==> config.mk <==
export PLATFORM = sky130hd
export DESIGN_NAME = image_op_sequencer
export DESIGN_NICKNAME = d
export VERILOG_FILES = /design/src/rtl/image_op_sequencer.sv
export SDC_FILE = /design/constraint.sdc
export NUM_CORES = 1
export LEC_CHECK = 0
export ABC_CLOCK_PERIOD_IN_PS = 9000
export BUFFER_PORTS_ARGS = -buffer_cell sky130_fd_sc_hd__buf_2
export CORE_MARGIN = 4
export CORE_UTILIZATION = 30
export CTS_CLUSTER_DIAMETER = 60
export DETAILED_ROUTE_END_ITERATION = 12
export PLACE_DENSITY_LB_ADDON = 0.25
export SLEW_MARGIN = 10
export SYNTH_ARGS = -nofsm -noshare
export SYNTH_HDL_FRONTEND = slang
export SYNTH_SLANG_ARGS = --single-unit
==> constraint.sdc <==
create_clock -name clk -period 9 [get_ports clk]
set_input_delay 2.7 -clock clk [delete_from_list [all_inputs] [get_ports clk]]
set_output_delay 2.7 -clock clk [all_outputs]
set_load 0.01 [all_outputs]
==> src/rtl/image_op_sequencer.sv <==
// image_op_sequencer: queues instruction words, issues them one at a time into
// the shared image datapath, waits a fixed latency and holds each result on a
// valid/ready output until it is taken.
// Optional build macro SEQ_PERF_COUNTERS_EN adds perf_issued / perf_stall.

package ImageProcessingPkg;
  typedef enum logic [2:0] {
    OP_NOP = 3'd0,
    OP_ADD = 3'd1,
    OP_SUB = 3'd2,
    OP_MAX = 3'd3,
    OP_MIN = 3'd4
  } opcode_t;

  localparam int MAT_N = 3;
  localparam int PIX_W = 8;

  typedef logic [MAT_N-1:0][MAT_N-1:0][PIX_W-1:0] pixelMatrix_t;

  typedef struct packed {
    opcode_t      opcode;
    pixelMatrix_t cellA;
    pixelMatrix_t cellB;
  } instruction_t;
endpackage

module image_op_sequencer
  import ImageProcessingPkg::*;
#(
  parameter int FIFO_DEPTH = 4,
  parameter int OP_LATENCY = 1
) (
  input  logic         clk,
  input  logic         rst,
  input  logic         in_valid,
  input  instruction_t in_iw,
  output logic         in_ready,
  output instruction_t dp_iw,
  output logic         dp_issue,
  input  pixelMatrix_t dp_result,
  output logic         out_valid,
  output pixelMatrix_t out_result,
  output opcode_t      out_opcode,
  input  logic         out_ready,
  output logic         busy
`ifdef SEQ_PERF_COUNTERS_EN
  ,
  output logic [31:0]  perf_issued,
  output logic [31:0]  perf_stall
`endif
);

  localparam int PW = $clog2(FIFO_DEPTH);
  localparam int CW = PW + 1;

  typedef enum logic [1:0] {IDLE, ISSUE, WAIT, HOLD} state_t;

  state_t        state_q, state_d;
  logic [PW-1:0] wr_ptr_q, wr_ptr_d, rd_ptr_q, rd_ptr_d;
  logic [CW-1:0] count_q, count_d;
  logic [3:0]    wcnt_q, wcnt_d;
  instruction_t  dp_iw_q, dp_iw_d;
  pixelMatrix_t  res_q, res_d;
  opcode_t       opc_q, opc_d;
  instruction_t  mem_q [FIFO_DEPTH];
  logic          push, pop;

  assign in_ready   = (count_q < CW'(FIFO_DEPTH));
  assign push       = in_valid & in_ready;
  // The head is consumed in the single ISSUE cycle; ISSUE is only entered with data queued.
  assign pop        = (state_q == ISSUE);
  assign out_result = res_q;
  assign out_opcode = opc_q;
  assign busy       = (count_q != '0) | (state_q != IDLE);

  // FIFO pointer and occupancy update
  always_comb begin
    wr_ptr_d = wr_ptr_q;
    rd_ptr_d = rd_ptr_q;
    count_d  = count_q;
    if (push) wr_ptr_d = wr_ptr_q + PW'(1);
    if (pop)  rd_ptr_d = rd_ptr_q + PW'(1);
    case ({push, pop})
      2'b10:   count_d = count_q + CW'(1);
      2'b01:   count_d = count_q - CW'(1);
      default: count_d = count_q;
    endcase
  end

  // Sequencer next-state, issue and capture
  always_comb begin
    state_d   = state_q;
    wcnt_d    = wcnt_q;
    dp_iw_d   = dp_iw_q;
    res_d     = res_q;
    opc_d     = opc_q;
    dp_issue  = 1'b0;
    dp_iw     = dp_iw_q;
    out_valid = (state_q == HOLD);
    case (state_q)
      IDLE: if (count_q != '0) state_d = ISSUE;
      ISSUE: begin
        // The new word is visible to the datapath in the same cycle as the pulse.
        dp_issue = 1'b1;
        dp_iw    = mem_q[rd_ptr_q];
        dp_iw_d  = mem_q[rd_ptr_q];
        wcnt_d   = 4'(OP_LATENCY - 1);
        state_d  = WAIT;
      end
      WAIT: begin
        if (wcnt_q == 4'd0) begin
          res_d   = dp_result;
          opc_d   = dp_iw_q.opcode;
          state_d = HOLD;
        end else begin
          wcnt_d = wcnt_q - 4'd1;
        end
      end
      HOLD: if (out_ready) state_d = (count_q != '0) ? ISSUE : IDLE;
      default: state_d = IDLE;
    endcase
  end

  // Control and result registers
  always_ff @(posedge clk) begin
    if (rst) begin
      state_q  <= IDLE;
      wr_ptr_q <= '0;
      rd_ptr_q <= '0;
      count_q  <= '0;
      wcnt_q   <= '0;
      dp_iw_q  <= '0;
      res_q    <= '0;
      opc_q    <= OP_NOP;
    end else begin
      state_q  <= state_d;
      wr_ptr_q <= wr_ptr_d;
      rd_ptr_q <= rd_ptr_d;
      count_q  <= count_d;
      wcnt_q   <= wcnt_d;
      dp_iw_q  <= dp_iw_d;
      res_q    <= res_d;
      opc_q    <= opc_d;
    end
  end

  // Queue storage; contents need no reset since the pointers define validity
  always_ff @(posedge clk) begin
    if (push) mem_q[wr_ptr_q] <= in_iw;
  end

`ifdef SEQ_PERF_COUNTERS_EN
  logic [31:0] issued_q, issued_d, stall_q, stall_d;

  assign perf_issued = issued_q;
  assign perf_stall  = stall_q;

  // Saturating event counters
  always_comb begin
    issued_d = issued_q;
    stall_d  = stall_q;
    if (dp_issue && issued_q != 32'hFFFF_FFFF) issued_d = issued_q + 32'd1;
    if (state_q == HOLD && !out_ready && stall_q != 32'hFFFF_FFFF) stall_d = stall_q + 32'd1;
  end

  // Counter registers
  always_ff @(posedge clk) begin
    if (rst) begin
      issued_q <= '0;
      stall_q  <= '0;
    end else begin
      issued_q <= issued_d;
      stall_q  <= stall_d;
    end
  end
`endif

endmodule

==> flow_summary.toml, run 1 <==
[critical_path]
crit_chain = "inv_1, ha_4, buf_4, mux2_2, buf_2"
required_ns = 6.30
cp.arrival_ns = 2.96
path_class = "reg -> out"
critPathSlowestCell = "buf_4"
worstSetupStartpointType = "register"
end_kind = "primary output"
cp_slowest_stage_delay_ns = 0.72
crit_fanout = 45

[drt]
route.detailed.drc = 0
ant_nets = 0
drtIter0Drc = 737
vias_per_cell = 4.520
wl_mm = 70.60
firstDrtPassIters = 5
wl_per_cell_um = 20.05
num_vias = 15920

[power_and_ir_drop]
clkPwrFrac_pct = 31.8
pwr-share-seq_pct = 41.3
p_sw_mw = 3.312
power_frac_comb_pct = 26.9
pwr_density_cell_mw_per_mm2 = 317.0
leakage_nw = 13.24
ir_drop_mv = 0.1973
p_int_mw = 8.426
switching_share_pct = 28.21

[die]
die_h_um = 325.5
io_pins = 449
dieArea_mm2 = 0.1059
die_x_um = 325.5
row_count = 116
coreArea_mm2 = 0.1000
start_util_pct = 30.24

[timing]
finalSetupViolCount = 0
clock.fmax_mhz = 176.5
setup_ws_ns = 3.336
drv_slew = 0
rsz0062_at_grt = "no"
slew_headroom_pct = 24.25
fin_crit_sh_pct = 62.94
hold_viol = 0
clock-skew-final_ns = 0.01710
hold_ws_ns = 0.4507
setup_tns_ns = 0
worst-slew-pin-transition_ns = 1.134
period_needed_ns = 5.664

[synth]
synth_area_mm2 = 0.03024
syn_inst = 1666
ys_seq_area_share_pct = 74.08
syn_nets = 1901
synth_cell_types = 33
synth_area_per_cell_um2 = 18.15
ys_seq_elements = 825
ys_warn_count = 0

[clock_tree]
clock_sinks = 825
cts_root_buf = "clkbuf_16"
h-tree-depth = 3
clk_pin_slew_worst_paths_ns = 0.06
ctsResizeCount = 0
clkLatencyLatePin_ns = 0.65
cts_buffer_depth = 3
numCtsBuffers = 93
cts_tree = "built"
post_cts_buffers = 0
cts_hold_buffers = 0

[placement]
port_buffers = 448
dp_hpwl_mm = 42.25
place_ws_ns = 3.922
gp_congestion = 0.7310
placed_cells = 3338

[finish]
seq_area_mm2 = 0.02241
fillCellCount = 9311
final_cell_mix = "588 x edfxtp_1, 447 x buf_2, 235 x dfxtp_1, 155 x nand2_1, 150 x nor2b_1"
layout_commonest_cell = "edfxtp_1"
nNetsFinal = 2370
instances_no_fill = 3522
multi_input_area_mm2 = 0.007358
area_delta_synth_final_pct = 22.45
drive_above_1_share_pct = 41.35
fin_util_pct = 37.03

[run_status]
outcome = "finished, final reports clean"

[worst_hold_path]
hp-class = "reg -> reg"

[global_routing]
antenna_found_initial = 18
first_global_vias = 17180
grt_max_degree = 115
track_usage_pct = 13.21
overflow = 0
grt_pass1_wl_mm = 106.9

[run]
cap_violations = 0
cells in the mapped netlist:
master       n  area, um2
o31ai_1      1      7.510
nor3b_1      1      7.510
and2_1       5      31.28
a21oi_1     81      405.4
inv_1       13      48.80
xnor2_1      2      17.52
nand4bb_1    1      11.26
a211oi_1     1      7.510
nor4b_1      1      8.760
a31oi_1      1      6.260
clkbuf_1    57      214.0
dfxtp_1    237       4745
nor2_1      13      48.80
xor2_1       3      26.28
nor3_1       2      10.01
ha_1        11      137.6
a2111oi_0    1      8.760
buf_2       11      55.05
mux2i_1      1      10.01
buf_6       15      168.9
o21ai_0      3      15.01
buf_1       10      37.54
or3b_2       1      8.760
nand3b_1     1      7.510
fa_1         1      20.02
mux4_2     147       3311
edfxtp_1   588      17660
nand2b_1     1      6.260
or3_1        3      18.77
nand2_1    155      581.8
a22oi_1      1      7.510
mux2_2     147       1655
nor2b_1    150      938.4
registers in the layout, summed over array words and instances, names as in the netlist, named ones only:
signal	cells
count_q	3
state_q	2
wr_ptr_q	2
out_opcode	3
wcnt_q	4
dp_iw_q	147
rd_ptr_q	2
mem_q	588
out_result	72
per-layer routing:
metal / GRT usage (%) / wire length, um / up-vias
met5: 0 / 80 / -
met4: 3.955 / 1759 / 12
met3: 4.881 / 5034 / 122
met2: 22.52 / 35110 / 375
met1: 15.63 / 28610 / 8132
li1: - / - / 7277
cell families (layout without fill, tap and decap cells):
kind of cell / count (synthesis) / count (layout) / share of synthesized area (%)
AO/OA/AOI/OAI: 89 / 89 / 1.514
XOR/XNOR: 5 / 5 / 0.1448
adder cells (fa/ha/maj): 12 / 12 / 0.5213
buffers and inverters: 106 / 653 / 1.734
flip-flops: 825 / 825 / 74.08
multiplexers: 295 / 295 / 16.45
other: 0 / 11 / 0
AND/OR/NAND/NOR: 334 / 334 / 5.553
layout make-up:
cell class | instances | share of cell area (%)
tap | 1298 | 4.386
timing repair buffer | 467 | 6.666
clock inverter | 40 | 1.031
antenna | 11 | 0.07433
clock buffer | 133 | 7.325
sequential | 825 | 60.51
inverter | 13 | 0.1318
multi-input combinational | 735 | 19.87
through the flow:
step | power [mW] | area (um2)
2_1_floorplan | 7.107 | 30240
3_3_place_gp | 8.123 | 33910
3_5_place_dp | 8.194 | 33910
4_1_cts | 12.01 | 37000
5_1_grt | 12.41 | 37010
6_report | 11.74 | 37030
critical path, delay by kind of cell (launching register included):
| kind | cells | cell delay, ns |
|---|---|---|
| buf+inv | 3 | 1.02 |
| fa+ha+maj | 1 | 0.47 |
| flops | 1 | 0.35 |
| mux | 1 | 0.43 |
worst paths after layout:
| check | slack [ns] | cells past startpoint | startpoint | to |
|---|---|---|---|---|
| max | 3.34 | 5 | state_q[1] | dp_iw[83] |
| min reg2reg | 0.45 | 2 | out_result[61] | out_result[61] |
| max reg2reg | 6.16 | 9 | state_q[1] | count_q[2] |
| min | 0.45 | 2 | out_result[61] | out_result[61] |
power by group through the flow:
stage	sequential [mW]	combinational (mW)	clock (mW)
CTS	4.85	3.28	3.88
finish	4.84	3.16	3.73
floorplan	4.94	2.17	0
detailed placement	4.93	3.26	0
global placement	4.90	3.22	0
global route	4.90	3.47	4.04
(Power assumes the default switching activity.)
==> run 2: changes to the inputs <==
--- a/config.mk
+++ b/config.mk
@@ -5,7 +5,8 @@
 export SDC_FILE = /design/constraint.sdc
 export NUM_CORES = 1
 export LEC_CHECK = 0
-export ABC_CLOCK_PERIOD_IN_PS = 9000
+export ABC_AREA = 1
+export ABC_CLOCK_PERIOD_IN_PS = 5760
 export BUFFER_PORTS_ARGS = -buffer_cell sky130_fd_sc_hd__buf_2
 export CORE_MARGIN = 4
 export CORE_UTILIZATION = 30
==> constraint.sdc (replaced) <==
create_clock -name clk -period 5.76 [get_ports clk]
set_input_delay 1.728 -clock clk [delete_from_list [all_inputs] [get_ports clk]]
set_output_delay 1.728 -clock clk [all_outputs]
set_load 0.01 [all_outputs]
==> flow_summary.toml, run 2 <==
[run_status]
outcome = "finished, final reports clean"

[timing]
drv_slew = 0
slew_headroom_pct = 35.43
clock-skew-final_ns = 0.02615
hold_ws_ns = 0.4285
finalSetupViolCount = 0
fin_crit_sh_pct = 80.76
setup_tns_ns = 0
setup_ws_ns = 1.108
clock.fmax_mhz = 215.0
hold_viol = 0
worst-slew-pin-transition_ns = 0.9686
rsz0062_at_grt = "no"
period_needed_ns = 4.652

[global_routing]
antenna_found_initial = 29
first_global_vias = 20440
grt_pass1_wl_mm = 126.1
overflow = 0
track_usage_pct = 14.69
grt_max_degree = 153

[critical_path]
required_ns = 4.03
end_kind = "primary output"
critPathSlowestCell = "dfxtp_4"
crit_top_cell = "nand2_1"
crit_fanout = 144
cp_slowest_stage_delay_ns = 0.68
cp.arrival_ns = 2.92
crit_chain = "buf_12, nor2_1, nor2_1, o21ai_0, nand2_1, nand2_1, nand2_1, buf_2"
worstSetupStartpointType = "register"
path_class = "reg -> out"

[drt]
ant_nets = 0
drtIter0Drc = 1230
vias_per_cell = 4.486
wl_mm = 83.46
route.detailed.drc = 0
wl_per_cell_um = 17.33
num_vias = 21610
firstDrtPassIters = 5

[synth]
synth_top_family_by_area = "simple AND/OR/NAND/NOR gates"
synth-simple-area-share_pct = 14.48
synth_commonest_cells = "603 x nor2_1, 602 x nand2_1, 588 x edfxtp_1, 302 x o21ai_0, 237 x dfxtp_1"
synth_area_leaders = "edfxtp_1 56%, dfxtp_1 15%, nor2_1 7.2%, nand2_1 7.2%, o21ai_0 4.8%"
postSynth.asyncResetShare_pct = 0
synth_area_leader_cell = "edfxtp_1"
synth_compound_area_share_pct = 9.711
syn_inst = 2934
synth_area_per_cell_um2 = 10.75
yosys.area_share.xor_xnor_pct = 0.02776
ys_seq_area_share_pct = 71.00
ys_seq_elements = 825
synth_area_mm2 = 0.03155
synth_cell_types = 21
synthFlopType = "edfxtp_1"
synth.mux.area_fraction_pct = 0
ys_warn_count = 0
synth_top_area_share_pct = 55.96
syn_nets = 3169
yosysMostFrequentCell = "nor2_1"
synth_edf_count = 588
synth_fa_ha_area_share_pct = 0.4996

[die]
die_h_um = 332.3
dieArea_mm2 = 0.1104
row_count = 118
io_pins = 449
die_x_um = 332.3
start_util_pct = 30.36
coreArea_mm2 = 0.1039

[finish]
largest_reg_flops = 588
multi_input_area_mm2 = 0.007855
fillCellCount = 10270
seq_area_mm2 = 0.02241
top_register = "mem_q"
fin_area_mm2 = 0.03826
final_cell_mix = "602 x nand2_1, 599 x nor2_1, 588 x edfxtp_1, 447 x buf_2, 302 x o21ai_0"
nNetsFinal = 3577
area_delta_synth_final_pct = 21.25
layout_commonest_cell = "nand2_1"
drive_above_1_share_pct = 18.74

[placement]
place_ws_ns = 1.820
gp_congestion = 0.7320
post_dp_cell_area_mm2 = 0.03504
port_buffers = 448
dp_hpwl_mm = 48.50

[clock_tree]
clkLatencyLatePin_ns = 0.66
cts_hold_buffers = 0
ctsResizeCount = 0
clock_sinks = 825
cts_root_buf = "clkbuf_16"
h-tree-depth = 3
cts_tree = "built"
numCtsBuffers = 96
post_cts_buffers = 0
clk_pin_slew_worst_paths_ns = 0.06
cts_buffer_depth = 3

[power_and_ir_drop]
pwr_density_cell_mw_per_mm2 = 467.4
ir_drop_mv = 0.2726
leakage_nw = 15.21
finalPower_mw = 17.88

[run]
cap_violations = 0

[worst_hold_path]
hp-class = "reg -> reg"
==> run 2: worst max-delay path: cells and delay by family, from the launching register on <==
kind	cells	cell delay, ns
AND/OR/NAND/NOR	5	0.60
flip-flops	1	0.68
AO/OA/AOI/OAI	1	0.09
buffers and inverters	2	0.62
==> run 2: cell families after synthesis <==
group | Yosys count
DFF | 825
and+or+nand+nor | 1214
buffers and inverters | 270
adders and majority gates | 12
AOI/OAI and AO/OA | 612
xor gates and xnor gates | 1
==> run 2: power breakdown <==
group / switching, mW / total, mW / internal (mW) / leakage [nW]
Clock: 2.44 / 6.02 / 3.58 / 1.56
Combinational: 2.98 / 4.37 / 1.38 / 6.32
Sequential: 0.256 / 7.50 / 7.24 / 7.33
Total: 5.68 / 17.9 / 12.2 / 15.2
==> run 2: path summary, 6_finish.rpt <==
path / startpoint / to / slack [ns] / cells after the start
worst max-delay path: register / dp_iw[146] / 1.11 / 8
worst min-delay path: rd_ptr_q[1] / register / 0.43 / 1
worst max register to register: state_q[0] / count_q[2] / 3.19 / 9
worst min register to register: rd_ptr_q[1] / register / 0.43 / 1
==> run 2: final cells by class <==
class	count	area share, %
multi-input cells	1839	20.53
clock buffers	128	7.051
well taps	1380	4.513
clock inverters	54	1.285
repair buffers	482	6.969
flip-flops and latches	825	58.57
diodes	11	0.07195
inverters	98	1.007
==> run 2: layer usage <==
metal	part of all wire, %	wire length, um	up-vias	global-route usage [%]
met1	44	36790	10210	18.80
met5	0.20	170	-	0
li1	-	-	10720	-
met4	2.4	2011	24	4.591
met3	6.1	5119	156	3.933
met2	47	39370	500	24.37
==> run 2: stage by stage <==
stage | cells | util [%]
floorplan | 2934 | -
global placement | 4624 | 33.71
detailed placement | 4624 | 33.71
CTS | 4806 | 36.78
global route | 4809 | 36.79
finish | 4817 | 36.81
==> run 3: changes to the inputs <==
--- a/config.mk
+++ b/config.mk
@@ -6,7 +6,7 @@
 export NUM_CORES = 1
 export LEC_CHECK = 0
 export ABC_AREA = 1
-export ABC_CLOCK_PERIOD_IN_PS = 5760
+export ABC_CLOCK_PERIOD_IN_PS = 4500
 export BUFFER_PORTS_ARGS = -buffer_cell sky130_fd_sc_hd__buf_2
 export CORE_MARGIN = 4
 export CORE_UTILIZATION = 30
==> constraint.sdc (replaced) <==
create_clock -name clk -period 4.5 [get_ports clk]
set_input_delay 1.35 -clock clk [delete_from_list [all_inputs] [get_ports clk]]
set_output_delay 1.35 -clock clk [all_outputs]
set_load 0.01 [all_outputs]
==> flow_summary.toml, run 3 (same netlist as run 2, synthesis figures left out) <==
[critical_path]
cp.arrival_ns = 2.85
r2r_slack_ns = 2.16
path_class = "reg -> out"
crit_path_end = "dp_iw[101]"
crit_fanout = 106
r2r_cells = 8
r2r-start = "state_q[0]"
startpoint = "state_q[0]"
required_ns = 3.15
worstSetupStartpointType = "register"
r2r_end = "count_q[2]"
end_kind = "primary output"

[drt]
route.detailed.drc = 0
wl_per_cell_um = 17.16
top_layer = "met5"
drt-met1-wl_mm = 35.98
wl_mm = 82.93
num_vias = 21560
met2WireLength_mm = 39.47
firstDrtPassIters = 5
ant_nets = 0
drtIter0Drc = 1193
dr_wl_met3_mm = 5.718
vias_per_cell = 4.461

[global_routing]
track_usage_pct = 14.70
antenna_found_initial = 26
grt_pass1_wl_mm = 126.5
overflow = 0
first_global_vias = 20820
grt_max_degree = 151

[finish]
instances_no_fill = 4833
fin_util_pct = 37.14
nNetsFinal = 3588
final_cell_mix = "602 x nand2_1, 599 x nor2_1, 588 x edfxtp_1, 447 x buf_2, 302 x o21ai_0"
fillCellCount = 10320
layout_commonest_cell = "nand2_1"
area_delta_synth_final_pct = 22.33
top_register = "mem_q"
drive_above_1_share_pct = 19.17
largest_reg_flops = 588
fin_area_mm2 = 0.03860

[die]
start_util_pct = 30.36
die_x_um = 332.3
row_count = 118
dieArea_mm2 = 0.1104
io_pins = 449
coreArea_mm2 = 0.1039
die_h_um = 332.3

[clock_tree]
clk_pin_slew_worst_paths_ns = 0.06
numCtsBuffers = 97
post_cts_buffers = 0
clkLatencyLatePin_ns = 0.66
cts_tree = "built"
cts_buffer_depth = 3
h-tree-depth = 3
cts_root_buf = "clkbuf_16"
clock_sinks = 825

[placement]
place_ws_ns = 0.7853
dp_hpwl_mm = 49.58
gp_congestion = 0.7705
post_dp_cell_area_mm2 = 0.03523
port_buffers = 448
placed_cells = 4634

[run_status]
outcome = "finished, final reports clean"

[run]
cap_violations = 0

[timing]
worst-slew-pin-transition_ns = 1.021
finalSetupViolCount = 0
fin_crit_sh_pct = 93.41
rsz0062_at_grt = "no"
clock.fmax_mhz = 237.9
drv_slew = 0
period_needed_ns = 4.204
slew_headroom_pct = 31.91
hold_viol = 0
setup_ws_ns = 0.2965
clock-skew-final_ns = 0.02167

[power_and_ir_drop]
leakage_nw = 15.36
ir_drop_mv = 0.3111
finalPower_mw = 23.23
pwr_density_cell_mw_per_mm2 = 601.7

[worst_hold_path]
hp-class = "reg -> reg"
hold_depth = 1
==> run 3: cell types whose count changed in the layout (fill, tap and decap cells not counted) <==
cell	previous run	this run
clkbuf_16	100	101
clkinv_2	19	12
clkbuf_8	9	15
diode_2	11	15
buf_6	1	2
inv_6	4	5
clkinv_1	15	11
bufinv_16	6	7
inv_8	3	4
clkinv_4	1	5
buf_12	13	22
clkbuf_1	19	18
==> run 3: layout make-up <==
type,count,area [um2],area share [%]
Clock buffer,134,2801,7.258
Sequential cell,825,22410,58.06
Tap cell,1380,1727,4.473
Antenna cell,15,37.54,0.09724
Clock inverter,50,526.8,1.365
Inverter,98,385.4,0.9984
Multi-Input combinational cell,1839,7855,20.35
Timing Repair Buffer,492,2858,7.404
==> run 3: per-layer routing <==
metal	track usage [%]	vias up
met1	18.47	10170
met5	0	-
met4	4.526	18
met2	24.42	479
met3	4.446	124
li1	-	10770
==> run 3: metrics by stage <==
step	hold WS [ns]	setup TNS, ns
after floorplan	0.4121	-789.26
after global placement	0.4117	0
after detailed placement	0.4201	0
after CTS	0.4331	0
after global routing	0.4557	0
final	0.4272	0
==> run 3: worst min-delay path by stage <==
stage	from	endpoint	slack, ns
after global routing	out_result[42]	out_result[42]	0.46
final	rd_ptr_q[1]	register	0.43
after global placement	rd_ptr_q[1]	register	0.41
after floorplan	rd_ptr_q[1]	register	0.41
after detailed placement	rd_ptr_q[1]	register	0.42
after CTS	rd_ptr_q[1]	register	0.43
==> run 3: where the power goes <==
part / leakage (nW) / switching, mW / internal, mW / total, mW
Combinational: 6.42 / 3.83 / 1.83 / 5.66
Clock: 1.62 / 3.16 / 4.79 / 7.95
Sequential: 7.33 / 0.344 / 9.26 / 9.61
Total: 15.4 / 7.34 / 15.9 / 23.2
==> run 3: repair_timing <==
action,in CTS,in global routing
endpoints found under the hold margin,0,0
hold buffers,0,0
resized for setup,0,1
setup endpoints to repair,0,59
==> run 3: critical path, cell delays in order (launching register included) <==
cell and delay (ns):
dfxtp_1 0.46, ha_4 0.59, buf_12 0.49, nand2_1 0.16
nand2_1 0.15, buf_2 0.15
